File: src/rtl/filt_win_stats.sv
// rtl/filt_win_stats.sv - windowed min/max/mean statistics over N = 2**WIN_LOG2 filtered samples
module filt_win_stats #(
    parameter int DW       = 8,
    parameter int WIN_LOG2 = 3
) (
    input  logic          clk,
    input  logic          rst_n,
    input  logic          i_vld,
    input  logic [DW-1:0] i_data,
    input  logic          i_clr,
    input  logic          o_ready,
    output logic          o_vld,
    output logic [DW-1:0] o_min,
    output logic [DW-1:0] o_max,
    output logic [DW-1:0] o_mean,
    output logic          o_drop
);

    localparam int SW = DW + WIN_LOG2;

    typedef enum logic {EMPTY, FILL} state_t;

    state_t              state_q;
    logic [WIN_LOG2-1:0] cnt_q;
    logic [SW-1:0]       sum_q;
    logic [DW-1:0]       min_q, max_q;
    logic                o_vld_q, o_drop_q;
    logic [DW-1:0]       o_min_q, o_max_q, o_mean_q;

    logic [DW-1:0]       min_d, max_d;
    logic [SW-1:0]       sum_d, mean_full;
    logic                take, complete, handshake;

    // Window state as it would stand after absorbing the current sample.
    always_comb begin
        min_d = i_data;
        max_d = i_data;
        sum_d = SW'(i_data);
        if (state_q == FILL) begin
            min_d = (i_data < min_q) ? i_data : min_q;
            max_d = (i_data > max_q) ? i_data : max_q;
            sum_d = sum_q + SW'(i_data);
        end
        mean_full = sum_d >> WIN_LOG2;
        take      = i_vld && !i_clr;
        complete  = take && (state_q == FILL) && (cnt_q == {WIN_LOG2{1'b1}});
        handshake = o_vld_q && o_ready;
    end

    always_ff @(posedge clk) begin
        if (!rst_n) begin
            state_q  <= EMPTY;
            cnt_q    <= '0;
            sum_q    <= '0;
            min_q    <= '0;
            max_q    <= '0;
            o_vld_q  <= 1'b0;
            o_drop_q <= 1'b0;
            o_min_q  <= '0;
            o_max_q  <= '0;
            o_mean_q <= '0;
        end else begin
            o_drop_q <= 1'b0;

            if (i_clr || complete) begin
                state_q <= EMPTY;
                cnt_q   <= '0;
                sum_q   <= '0;
                min_q   <= '0;
                max_q   <= '0;
            end else if (take) begin
                state_q <= FILL;
                cnt_q   <= cnt_q + WIN_LOG2'(1);
                sum_q   <= sum_d;
                min_q   <= min_d;
                max_q   <= max_d;
            end

            // A fresh result may replace the held one only when it is free or consumed this edge.
            if (complete) begin
                if (!o_vld_q || o_ready) begin
                    o_vld_q  <= 1'b1;
                    o_min_q  <= min_d;
                    o_max_q  <= max_d;
                    o_mean_q <= mean_full[DW-1:0];
                end else begin
                    o_drop_q <= 1'b1;
                end
            end else if (handshake) begin
                o_vld_q <= 1'b0;
            end
        end
    end

    assign o_vld  = o_vld_q;
    assign o_drop = o_drop_q;
    assign o_min  = o_min_q;
    assign o_max  = o_max_q;
    assign o_mean = o_mean_q;

endmodule

File: config.mk
export PLATFORM = sky130hd
export DESIGN_NAME = filt_win_stats
export DESIGN_NICKNAME = d
export VERILOG_FILES = /design/src/rtl/filt_win_stats.sv
export SDC_FILE = /design/constraint.sdc
export NUM_CORES = 1
export LEC_CHECK = 0
export ABC_AREA = 0
export BUFFER_PORTS_ARGS = -buffer_cell sky130_fd_sc_hd__buf_4
export CAP_MARGIN = 10
export CORE_MARGIN = 8
export CORE_UTILIZATION = 58
export DETAILED_ROUTE_END_ITERATION = 6
export PLACE_DENSITY_LB_ADDON = 0.1
export REMOVE_ABC_BUFFERS = 1
export SYNTH_ARGS = -nofsm -noshare
export SYNTH_HDL_FRONTEND = slang
export SYNTH_SLANG_ARGS = --single-unit
File: constraint.sdc
create_clock -name clk -period 2.6 [get_ports clk]
set_input_delay 0.26 -clock clk [delete_from_list [all_inputs] [get_ports clk]]
set_output_delay 0.26 -clock clk [all_outputs]
set_load 0.03 [all_outputs]
### Yosys cells after proc, flatten, opt, wreduce, memory -nomap -nowiden

Cells that the tools add are included.

| word-level totals | value |
|---|---|
| bits in registers | 57 |
| bits of input ports | 13 |
| output and inout port bits | 26 |
| word-level logic and storage cells | 39 |

| operators by class | value |
|---|---|
| add/sub/neg operators | 2 |
| $lt $le $gt $ge | 2 |
| equal/unequal tests | 2 |
| mux-type cells | 9 |
| bitwise logic cells | 1 |
| reduce and logical (&&, ||, !) cells | 13 |

Operator list:

| kind | count |
|---|---|
| 2-to-1 mux 8 bit | 4 |
| adder 11 x 8 -> 11 bit | 1 |
| 2-to-1 mux 11 bit | 1 |
| > comparator 8 bit | 1 |
| less-than comparator 8 bit | 1 |
| AND reduction 2 bit | 3 |
| logical AND 1 bit | 4 |
| 2-to-1 mux 1 bit | 4 |
| adder 3 x 1 -> 3 bit, second input constant | 1 |
| equality test 3 bit, second input constant | 1 |
| logical NOT 1 bit | 2 |
| logical OR 1 bit | 2 |
| inequality test 2 x 1 -> 1 bit, second input constant | 1 |
| nonzero test 2 bit | 1 |
| OR reduction 2 bit | 1 |
| NOT 1 bit | 1 |

### Longest topological paths before layout

Gate-level depths: netlist of the first run.

| logic depth | value |
|---|---|
| word-level depth | 6 |
| depth in mapped cells | 8 |
| depth with buffers taken out | 8 |

### Worst setup path before layout of the first run

No wires, ideal clock.

| timing | value |
|---|---|
| path kind | register to register |
| start point | register sum_q[0] |
| end point | register sum_q[10] |
| library setup time | 0.122 ns |
| arrival time | 1.825 ns |
| required time | 2.478 ns |
| path slack | 0.653 ns |
| cell stages (with the launch flop) | 9 |
| path buffers | 0 |
| period minus slack after synthesis | 1.947 ns |
| path through | dfxtp_1 ha_1 inv_1 fa_1 nor2b_1 o211ai_1 a21oi_2 mux2i_1 a311o_1 |

| between the ends | value |
|---|---|
| longest elaborated chain between the ends | 2 |

RTL lines:

| element | line | text |
|---|---|---|
| from (decl) | 25 | `logic [SW-1:0] sum_q;` |
| from (signal assigned) | 74 | `sum_q <= sum_d;` |
| adder 11 x 8 -> 11 bit | 42 | `sum_d = sum_q + SW'(i_data);` |
| 2-to-1 mux 11 bit | 39 | `if (state_q == FILL) begin` |

Every way passes these cells.
A chain may end at the register's enable or synchronous reset.

### Worst setup path in the final report of the first run

Ends and elaborated chain as after synthesis.

==> results of run 1 <==
-- flip-flops by register name, indices dropped and copies added (netlist names) --
signal   count
max_q        8
o_mean       8
state_q      1
o_drop       1
o_max        8
o_vld        1
sum_q       11
o_min        8
min_q        8
cnt_q        3
-- cells in the final DEF (no fill, tap or decap), types with 6 or more instances in the layout --
| cell | count |
|---|---|
| nand4_1 | 6 |
| nand2_1 | 14 |
| buf_4 | 45 |
| ha_1 | 25 |
| a221oi_1 | 8 |
| o221a_2 | 8 |
| inv_1 | 22 |
| dfxtp_1 | 57 |
| a21oi_1 | 10 |
| o21ai_0 | 44 |
| clkbuf_8 | 11 |
| a211oi_1 | 7 |
| a31oi_1 | 21 |
| nor2_1 | 22 |
| nand3_1 | 27 |
-- area by class of cell --
class,instances,share of cell area [%]
clock buffer,12,4.04
clock inverter,4,2.58
inverter,23,2.25
multi-input combinational,274,50.2
sequential,57,29.7
tap,72,2.35
timing repair buffer,45,8.80
-- cell families (layout without fill, tap and decap cells) --
kind of cell,Yosys count,in the layout
AO/OA/AOI/OAI,133,133
flip-flops,57,57
buffers and inverters,42,84
adder cells (fa/ha/maj),26,26
XOR/XNOR,5,5
AND/OR/NAND/NOR,105,105
multiplexers,5,5
-- stage by stage --
step	setup WS, ns	hold WS [ns]
6_report	0.390	0.250
5_1_grt	0.175	0.251
4_1_cts	0.393	0.236
3_5_place_dp	0.382	0.458
3_3_place_gp	0.428	0.446
2_1_floorplan	0.488	0.376
-- worst paths after layout --
path | cells past startpoint | from | to | slack, ns
worst max-delay path | 8 | sum_q[0]$_SDFFE_PP0P_ | sum_q[10]$_SDFFE_PP0P_ | 0.39
worst min-delay path | 3 | i_data[0] | o_max[0]$_SDFFE_PN0P_ | 0.25
worst max register to register | 8 | sum_q[0]$_SDFFE_PP0P_ | sum_q[10]$_SDFFE_PP0P_ | 0.39
worst min register to register | 2 | cnt_q[2]$_SDFFE_PP0P_ | cnt_q[2]$_SDFFE_PP0P_ | 0.47
-- worst max-delay path, cell delays in order (launching register included) --
cell and delay (ns):
dfxtp_1 0.34, ha_1 0.19, inv_1 0.06, fa_1 0.40, nor2b_1 0.17, o211ai_1 0.17, a21oi_2 0.33, mux2i_1 0.12
a311o_1 0.32
-- routing by layer --
| layer | vias up | global-route usage (%) | part of all wire (%) | wire [um] |
|---|---|---|---|---|
| li1 | 1484 | - | - | - |
| met1 | 1397 | 26.4 | 45 | 3750 |
| met2 | 87 | 34.7 | 48 | 4030 |
| met3 | 16 | 4.57 | 5.0 | 418 |
| met4 | 0 | 9.82 | 2.4 | 201 |
| met5 | - | 0 | 0 | 0 |
-- report_power, final --
| part | switching [W] | leakage [nW] | internal, W |
|---|---|---|---|
| Combinational | 0.000176 | 0.960 | 0.000103 |
| Clock | 0.000368 | 0.127 | 0.000691 |
| Sequential | 0.0000142 | 0.463 | 0.000892 |
| Total | 0.000558 | 1.55 | 0.00169 |
==> key figures, run 1 <==
Finish
  – Footprint of the multi-input gates: 1930 um2
  – Area Growth Syn to Fin: 18.2%
  – Antenna diodes: 0
  – Layout Nets: 449
  – FILL cells: 471
  – Layout Utilization: 70.1%
  – Post-route insts no fill: 487
  – Final Cell Area: 3840 um2
  – Layout cells sized above 1: 20.2%
  – Register area: 1140 um2

Logic synthesis
  – Mapped Cells: 373
  – XOR/XNOR Fraction of Synth Area: 1.35%
  – Post-synthesis compound-gate area fraction: 28.1%
  – Async SR Flop Fraction: 0%
  – Dominant synthesized flop cell: dfxtp_1
  – Yosys cell types: 56
  – Synth Area in Adders: 10.3%
  – Top-count cell post-synth: dfxtp_1
  – Synth area leader: dfxtp_1
  – Main combinational cell family by area after synthesis: compound AO/OA/AOI/OAI gates
  – Seq cells post-synth: 57
  – Synth Area in Simple Gates: 18.2%
  – Sequential share of the synthesized area: 35.2%
  – Synth area leaders: dfxtp_1, ha_1, o21ai_0
  – Synth Cell Area: 3250 um2
  – Top cells by count, synth: dfxtp_1, o21ai_0, nand3_1, ha_1
  – Synth warnings: 0
  – Post-synth top area share: 35.2%
  – EDFF count, synth: 0
  – Syn_area_per_cell: 8.70 um2
  – Share of synthesized area spent on multiplexers: 1.54%

Global routing
  – Pin count of the biggest net entering global routing: 31
  – Vias in the first global route: 2920
  – GR Overflow Total: 0
  – Antenna violations before repair: 0
  – Gr usage total: 21.4%
  – Global-route wire length before repair: 14400 um

Timing
  – Skew final: 0.0103 ns
  – Fin. Hold Viols: 0
  – Setup Viol. Count Final: 0
  – Slew @ Worst Pin: 0.759 ns
  – Worst slew margin: 49.1%
  – Final setup TNS: 0 ns
  – RSZ-0062 raised after global routing: false
  – Final period utilization: 85.0%
  – Slew Limit Fails: 0
  – Max Freq: 0.452 GHz
  – Tmin final: 2.21 ns

Clock tree
  – PostCTS Resize Cnt: 0
  – Clk buf depth: 2
  – Clock Pin Slew Worst Setup and Hold Paths: 0.07 ns
  – Clock root buffer: clkbuf_8
  – Skew-Pair Late Insertion Delay: 0.34 ns
  – Post-CTS Setup Bufs: 0
  – Hold-fix buffers, CTS: 0
  – TritonCTS buffer count: 9
  – Clk sinks: 57
  – CTS tree: built
  – # H-tree levels: 3

Setup path
  – Setup CP Type: reg2reg
  – Maximum fanout along the worst path: 5
  – WP data required: 2.82 ns
  – Critical path arrival: 2.43 ns
  – Startpoint Class: register
  – Nature of the critical path endpoint: register

Drt
  – Via density per instance: 6.13
  – Pre-Repair DR Iteration Count: 6
  – Avg WL per Cell: 17.2 um
  – Vias: 2984
  – Antenna Nets Post-Route: 0
  – Drt drc: 0
  – WL final: 8400 um
  – Initial DRC count: 231

Power and ir drop
  – Max rail drop VDD: 0.000381 V
  – Pwr Total: 0.00224 W
  – Pleak: 1.55 nW
  – Pwr per Cell Area: 585 nW/um2

Floorplanning
  – Chip width: 90.8 um
  – Core Box Area: 5470 um2
  – Die area: 8250 um2
  – Initial Util: 59.3%
  – Ports: 39
  – Die Height: 90.8 um
  – Num rows: 27

Placed design
  – Post-DP HPWL: 5680 um
  – Placement Cell Area: 3580 um2
  – Final Wtd Congestion: 0.823
  – Inst Count DP: 471
  – Number of port buffers: 38

Job
  – Maxcap violations: 0

Outcome
  – Run status: finished clean

Hold path
  – Worst min path class: in2reg
No activity file was read; power rests on OpenSTA's default activity.
==> run 2, diff against run 1 <==
--- a/config.mk
+++ b/config.mk
@@ -6,11 +6,12 @@
 export NUM_CORES = 1
 export LEC_CHECK = 0
 export ABC_AREA = 0
-export BUFFER_PORTS_ARGS = -buffer_cell sky130_fd_sc_hd__buf_4
 export CAP_MARGIN = 10
 export CORE_MARGIN = 8
-export CORE_UTILIZATION = 58
+export CORE_UTILIZATION = 63
 export DETAILED_ROUTE_END_ITERATION = 6
+export DONT_BUFFER_PORTS = 1
+export GPL_TIMING_DRIVEN = 0
 export PLACE_DENSITY_LB_ADDON = 0.1
 export REMOVE_ABC_BUFFERS = 1
 export SYNTH_ARGS = -nofsm -noshare
==> constraint.sdc (replaced) <==
create_clock -name clk -period 2.6 [get_ports clk]
set_input_delay 0.26 -clock clk [delete_from_list [all_inputs] [get_ports clk]]
set_output_delay 0.26 -clock clk [all_outputs]
set_load 0.005 [all_outputs]
==> run 2 against run 1 <==
Combinational power down 20%. Global-route usage increased by 0.33 points. Sequential power rose by 0.4%. Wire length is 7.6% lower. Design area fell by 9.7%. Critical endpoint is now sum_q[9]$_SDFFE_PP0P_. Largest cell class unchanged.
==> key figures, run 2 (synthesis results as in run 1) <==
Drt
  – Vias: 2792
  – Pre-Repair DR Iteration Count: 4
  – WL final: 7760 um
  – Initial DRC count: 168
  – Via density per instance: 6.35
  – Drt drc: 0
  – Avg WL per Cell: 17.6 um
  – Antenna Nets Post-Route: 0

Timing
  – Slew @ Worst Pin: 0.983 ns
  – RSZ-0062 raised after global routing: false
  – Final period utilization: 92.9%
  – Fin. Hold Viols: 0
  – Max Freq: 0.414 GHz
  – Slew Limit Fails: 0
  – Skew final: 0.00769 ns
  – Worst slew margin: 34.2%
  – Setup Viol. Count Final: 0
  – Worst setup margin: 0.185 ns
  – Final setup TNS: 0 ns
  – Tmin final: 2.41 ns

Finish
  – Largest register FFs: 11
  – Register area: 1140 um2
  – Biggest register: sum_q
  – Layout Nets: 405
  – Layout cells sized above 1: 10.8%
  – Commonest non-fill, non-tap cell in the layout: dfxtp_1
  – Antenna diodes: 0
  – Post-route insts no fill: 440
  – Most frequent cells in the layout: dfxtp_1, o21ai_0, nand3_1
  – FILL cells: 419
  – Footprint of the multi-input gates: 1930 um2
  – Area Growth Syn to Fin: 6.82%

Clock tree
  – Clock root buffer: clkbuf_8
  – Post-CTS Setup Bufs: 0
  – CTS tree: built
  – Clk sinks: 57
  – Clock Pin Slew Worst Setup and Hold Paths: 0.07 ns
  – Clk buf depth: 2
  – # H-tree levels: 3
  – Skew-Pair Late Insertion Delay: 0.33 ns
  – TritonCTS buffer count: 9

Global routing
  – Met2 usage: 36.5%
  – GR Overflow Total: 0
  – Gr usage total: 21.7%
  – Grt peak-use layer: met2
  – Global-route wire length before repair: 13100 um
  – Met3 usage: 5.07%
  – Antenna violations before repair: 0
  – GR Layer Usage met1: 26.4%
  – Pin count of the biggest net entering global routing: 33
  – Vias in the first global route: 2705

Job
  – Maxcap violations: 0

Placed design
  – Final Wtd Congestion: 0.852
  – Post-DP HPWL: 5400 um
  – Post-placement worst setup slack: 0.0920 ns
  – Number of port buffers: 0
  – Inst Count DP: 425

Floorplanning
  – Die area: 7700 um2
  – Chip width: 87.8 um
  – Initial Util: 64.4%
  – Ports: 39
  – Core Box Area: 5040 um2
  – Num rows: 26
  – Die Height: 87.8 um

Power and ir drop
  – Sw frac: 25.1%
  – Pleak: 1.30 nW
  – Pwr per Cell Area: 565 nW/um2
  – Internal: 0.00147 W
  – Net Switching: 0.000492 W
  – Combinational Power Share: 11.3%
  – Power share of the clock group: 42.1%
  – Share of power burned in registers: 46.5%
  – Max rail drop VDD: 0.000290 V

Outcome
  – Run status: finished clean

Setup path
  – WP buf/inv: 0
  – Max stage delay on crit path: 0.72 ns
  – Maximum fanout along the worst path: 21
  – Crit-path slowest cell: or4_1
  – WP data required: 2.83 ns
  – Nature of the critical path endpoint: register
  – CP cell instances: ha_1, ha_1, nand3_1, nand3_1, or4_1, o211ai_1
  – Setup CP Type: reg2reg
  – Critical path arrival: 2.65 ns
  – Startpoint Class: register
  – Top delay family on crit path: simple AND/OR/NAND/NOR gates

Hold path
  – Worst min path class: in2reg
-- run 2: cell count changes in the layout (fill, tap and decap cells not counted), sizes merged --
cell	before	now
bufinv	3	1
buf	45	1
clkinv	1	2
-- run 2: metal layers --
layer,share of wire [%],wire (um),up-vias
met1,43,3330,1310
met2,49,3780,74
li1,-,-,1397
met4,1.6,126,0
met5,0,0,-
met3,6.7,522,11
-- run 2: final cells by class --
class                           instances  area share [%]
Inverter                               23            2.49
Clock buffer                           12            4.47
Multi-Input combinational cell        274            55.6
Clock inverter                          3            1.15
Sequential cell                        57            32.9
Timing Repair Buffer                    1           0.794
Tap cell                               70            2.53
-- run 2: path summary, 6_finish.rpt --
kind                               from               endpoint  slack, ns  cells after the start
setup / recovery  cnt_q[0]$_SDFFE_PP0P_  sum_q[9]$_SDFFE_PP0P_       0.19                      6
hold / removal                    i_vld   state_q$_SDFFE_PP0P_       0.05                      2
setup reg to reg  cnt_q[0]$_SDFFE_PP0P_  sum_q[9]$_SDFFE_PP0P_       0.19                      6
hold reg to reg   cnt_q[2]$_SDFFE_PP0P_  cnt_q[2]$_SDFFE_PP0P_       0.46                      2
-- run 2: power by group through the flow --
| stage | Clock (W) | Combinational, W | Sequential [W] |
|---|---|---|---|
| after floorplan | 0 | 0.000178 | 0.000924 |
| after global placement | 0 | 0.000214 | 0.000929 |
| after detailed placement | 0 | 0.000221 | 0.000930 |
| after CTS | 0.000837 | 0.000223 | 0.000911 |
| after global routing | 0.000878 | 0.000255 | 0.000914 |
| final | 0.000825 | 0.000222 | 0.000911 |
-- run 2: what timing repair did --
item                                    in CTS  in global routing
resized for setup                            0                  1
hold buffers                                 0                  0
endpoints found under the setup margin       0                 27
hold endpoints to repair                     0                  0
-- run 2: stage by stage --
step	hold WS (ns)	util, %	total power, W	area [um2]
6_report	0.0521	68.8	0.00196	3470
5_1_grt	0.0591	68.8	0.00205	3470
3_5_place_dp	0.388	64.9	0.00115	3270
3_3_place_gp	0.381	64.3	0.00114	3240
2_1_floorplan	0.376	-	0.00110	3160
4_1_cts	0.0430	68.7	0.00197	3470
==> run 3, diff against run 2 <==
--- a/config.mk
+++ b/config.mk
@@ -5,7 +5,6 @@
 export SDC_FILE = /design/constraint.sdc
 export NUM_CORES = 1
 export LEC_CHECK = 0
-export ABC_AREA = 0
 export CAP_MARGIN = 10
 export CORE_MARGIN = 8
 export CORE_UTILIZATION = 63
@@ -13,7 +12,6 @@
 export DONT_BUFFER_PORTS = 1
 export GPL_TIMING_DRIVEN = 0
 export PLACE_DENSITY_LB_ADDON = 0.1
-export REMOVE_ABC_BUFFERS = 1
 export SYNTH_ARGS = -nofsm -noshare
 export SYNTH_HDL_FRONTEND = slang
 export SYNTH_SLANG_ARGS = --single-unit
==> run 3 against run 2 <==
Total power decreased by 3.5%. Worst setup slack better by 0.15 ns. Largest cell class unchanged. Critical endpoint is now sum_q[8]$_SDFFE_PP0P_. Clock power decreased by 11%. Largest power group unchanged.
==> key figures, run 3 (synthesis results as in run 1) <==
Job
  – Maxcap violations: 0

Logic synthesis
  – Mapped Nets: 412

Clock tree
  – Clock root buffer: clkbuf_8
  – CTS tree: built
  – TritonCTS buffer count: 9
  – Clock Pin Slew Worst Setup and Hold Paths: 0.07 ns
  – Clk buf depth: 2
  – Skew-Pair Late Insertion Delay: 0.35 ns
  – Post-CTS Setup Bufs: 0
  – # H-tree levels: 3
  – Hold-fix buffers, CTS: 0
  – PostCTS Resize Cnt: 0
  – Clk sinks: 57

Drt
  – Drt drc: 0
  – Vias: 3002
  – Uppermost routed layer: met4
  – WL met2: 4180 um
  – Initial DRC count: 209
  – DRT met1 WL: 3670 um
  – Antenna Nets Post-Route: 0
  – WL final: 8810 um
  – Avg WL per Cell: 19.2 um
  – Via density per instance: 6.54
  – Routed length on met3: 729 um
  – Pre-Repair DR Iteration Count: 5

Finish
  – Layout cells sized above 1: 11.8%
  – Most frequent cells in the layout: dfxtp_1, o21ai_0, nand3_1
  – Area Growth Syn to Fin: 7.98%
  – Commonest non-fill, non-tap cell in the layout: dfxtp_1
  – Biggest register: sum_q
  – Layout Nets: 423
  – Largest register FFs: 11
  – Antenna diodes: 0

Outcome
  – Run status: finished clean

Timing
  – Tmin final: 2.26 ns
  – Setup Viol. Count Final: 0
  – Skew final: 0.00810 ns
  – Final setup TNS: 0 ns
  – Max Freq: 0.442 GHz
  – Slew Limit Fails: 0
  – Fin. Hold Viols: 0
  – Worst slew margin: 47.6%
  – RSZ-0062 raised after global routing: false
  – Final period utilization: 86.9%
  – Slew @ Worst Pin: 0.777 ns

Floorplanning
  – Core Box Area: 5040 um2
  – Die Height: 87.8 um
  – Initial Util: 64.4%
  – Ports: 39
  – Num rows: 26
  – Chip width: 87.8 um
  – Die area: 7700 um2

Global routing
  – Gr usage total: 23.7%
  – Pin count of the biggest net entering global routing: 12
  – Antenna violations before repair: 0
  – Vias in the first global route: 2807
  – Global-route wire length before repair: 14200 um
  – GR Overflow Total: 0

Hold path
  – Worst min path class: in2reg

Power and ir drop
  – Pwr per Cell Area: 539 nW/um2
  – Max rail drop VDD: 0.000290 V
  – Pleak: 1.32 nW
  – Pwr Total: 0.00189 W

Placed design
  – Number of port buffers: 0
  – Post-DP HPWL: 6460 um
  – Final Wtd Congestion: 0.905

Setup path
  – Flop-to-flop setup slack: 0.34 ns
  – Maximum fanout along the worst path: 5
  – Nature of the critical path endpoint: register
  – Setup CP Type: reg2reg
  – WP data required: 2.89 ns
  – Critical path arrival: 2.55 ns
  – Startpoint Class: register
-- run 3: layout make-up --
cell class | instances | area, um2
inverters | 23 | 86.3
clock buffers | 9 | 124
fillers | 418 | 1540
plain buffers | 19 | 90.1
flip-flops and latches | 57 | 1140
multi-input cells | 274 | 1930
clock inverters | 7 | 47.5
well taps | 70 | 87.6
-- run 3: worst paths after layout --
check | startpoint | cells after the start | end
min reg2reg | cnt_q[2]$_SDFFE_PP0P_ | 2 | cnt_q[2]$_SDFFE_PP0P_
max reg2reg | sum_q[0]$_SDFFE_PP0P_ | 8 | sum_q[8]$_SDFFE_PP0P_
max | sum_q[0]$_SDFFE_PP0P_ | 8 | sum_q[8]$_SDFFE_PP0P_
min | i_data[3] | 2 | o_max[3]$_SDFFE_PN0P_
-- run 3: stage by stage --
step           area (um2)  cells  setup slack (ns)  hold WS, ns  util, %
2_1_floorplan        3250    373             0.653        0.424        -
3_3_place_gp         3330    443             0.456        0.432     66.1
3_5_place_dp         3330    443             0.388        0.436     66.1
4_1_cts              3500    459             0.375       0.0669     69.5
5_1_grt              3500    459             0.172       0.0771     69.5
6_report             3500    459             0.340       0.0718     69.5
-- run 3: routing by layer --
metal | GRT usage (%) | vias to the layer above
met5 | 0 | -
met4 | 10.3 | 0
met3 | 6.19 | 24
met2 | 39.8 | 124
met1 | 27.7 | 1415
li1 | - | 1439
-- run 3: power by group --
group / switching (W) / total, W / internal (W) / leakage, nW
registers: 0.0000130 / 0.000905 / 0.000892 / 0.463
logic: 0.000158 / 0.000252 / 0.0000941 / 0.769
clock network: 0.000390 / 0.000733 / 0.000342 / 0.0850
total: 0.000561 / 0.00189 / 0.00133 / 1.32
-- run 3: worst max-delay path, stage by stage (launching register included) --
cell and delay, ns:
dfxtp_1 0.33, ha_1 0.18, inv_1 0.06, fa_1 0.40
nor2b_1 0.17, o211ai_1 0.15, a21oi_2 0.34, nor4b_1 0.38
a311o_1 0.17
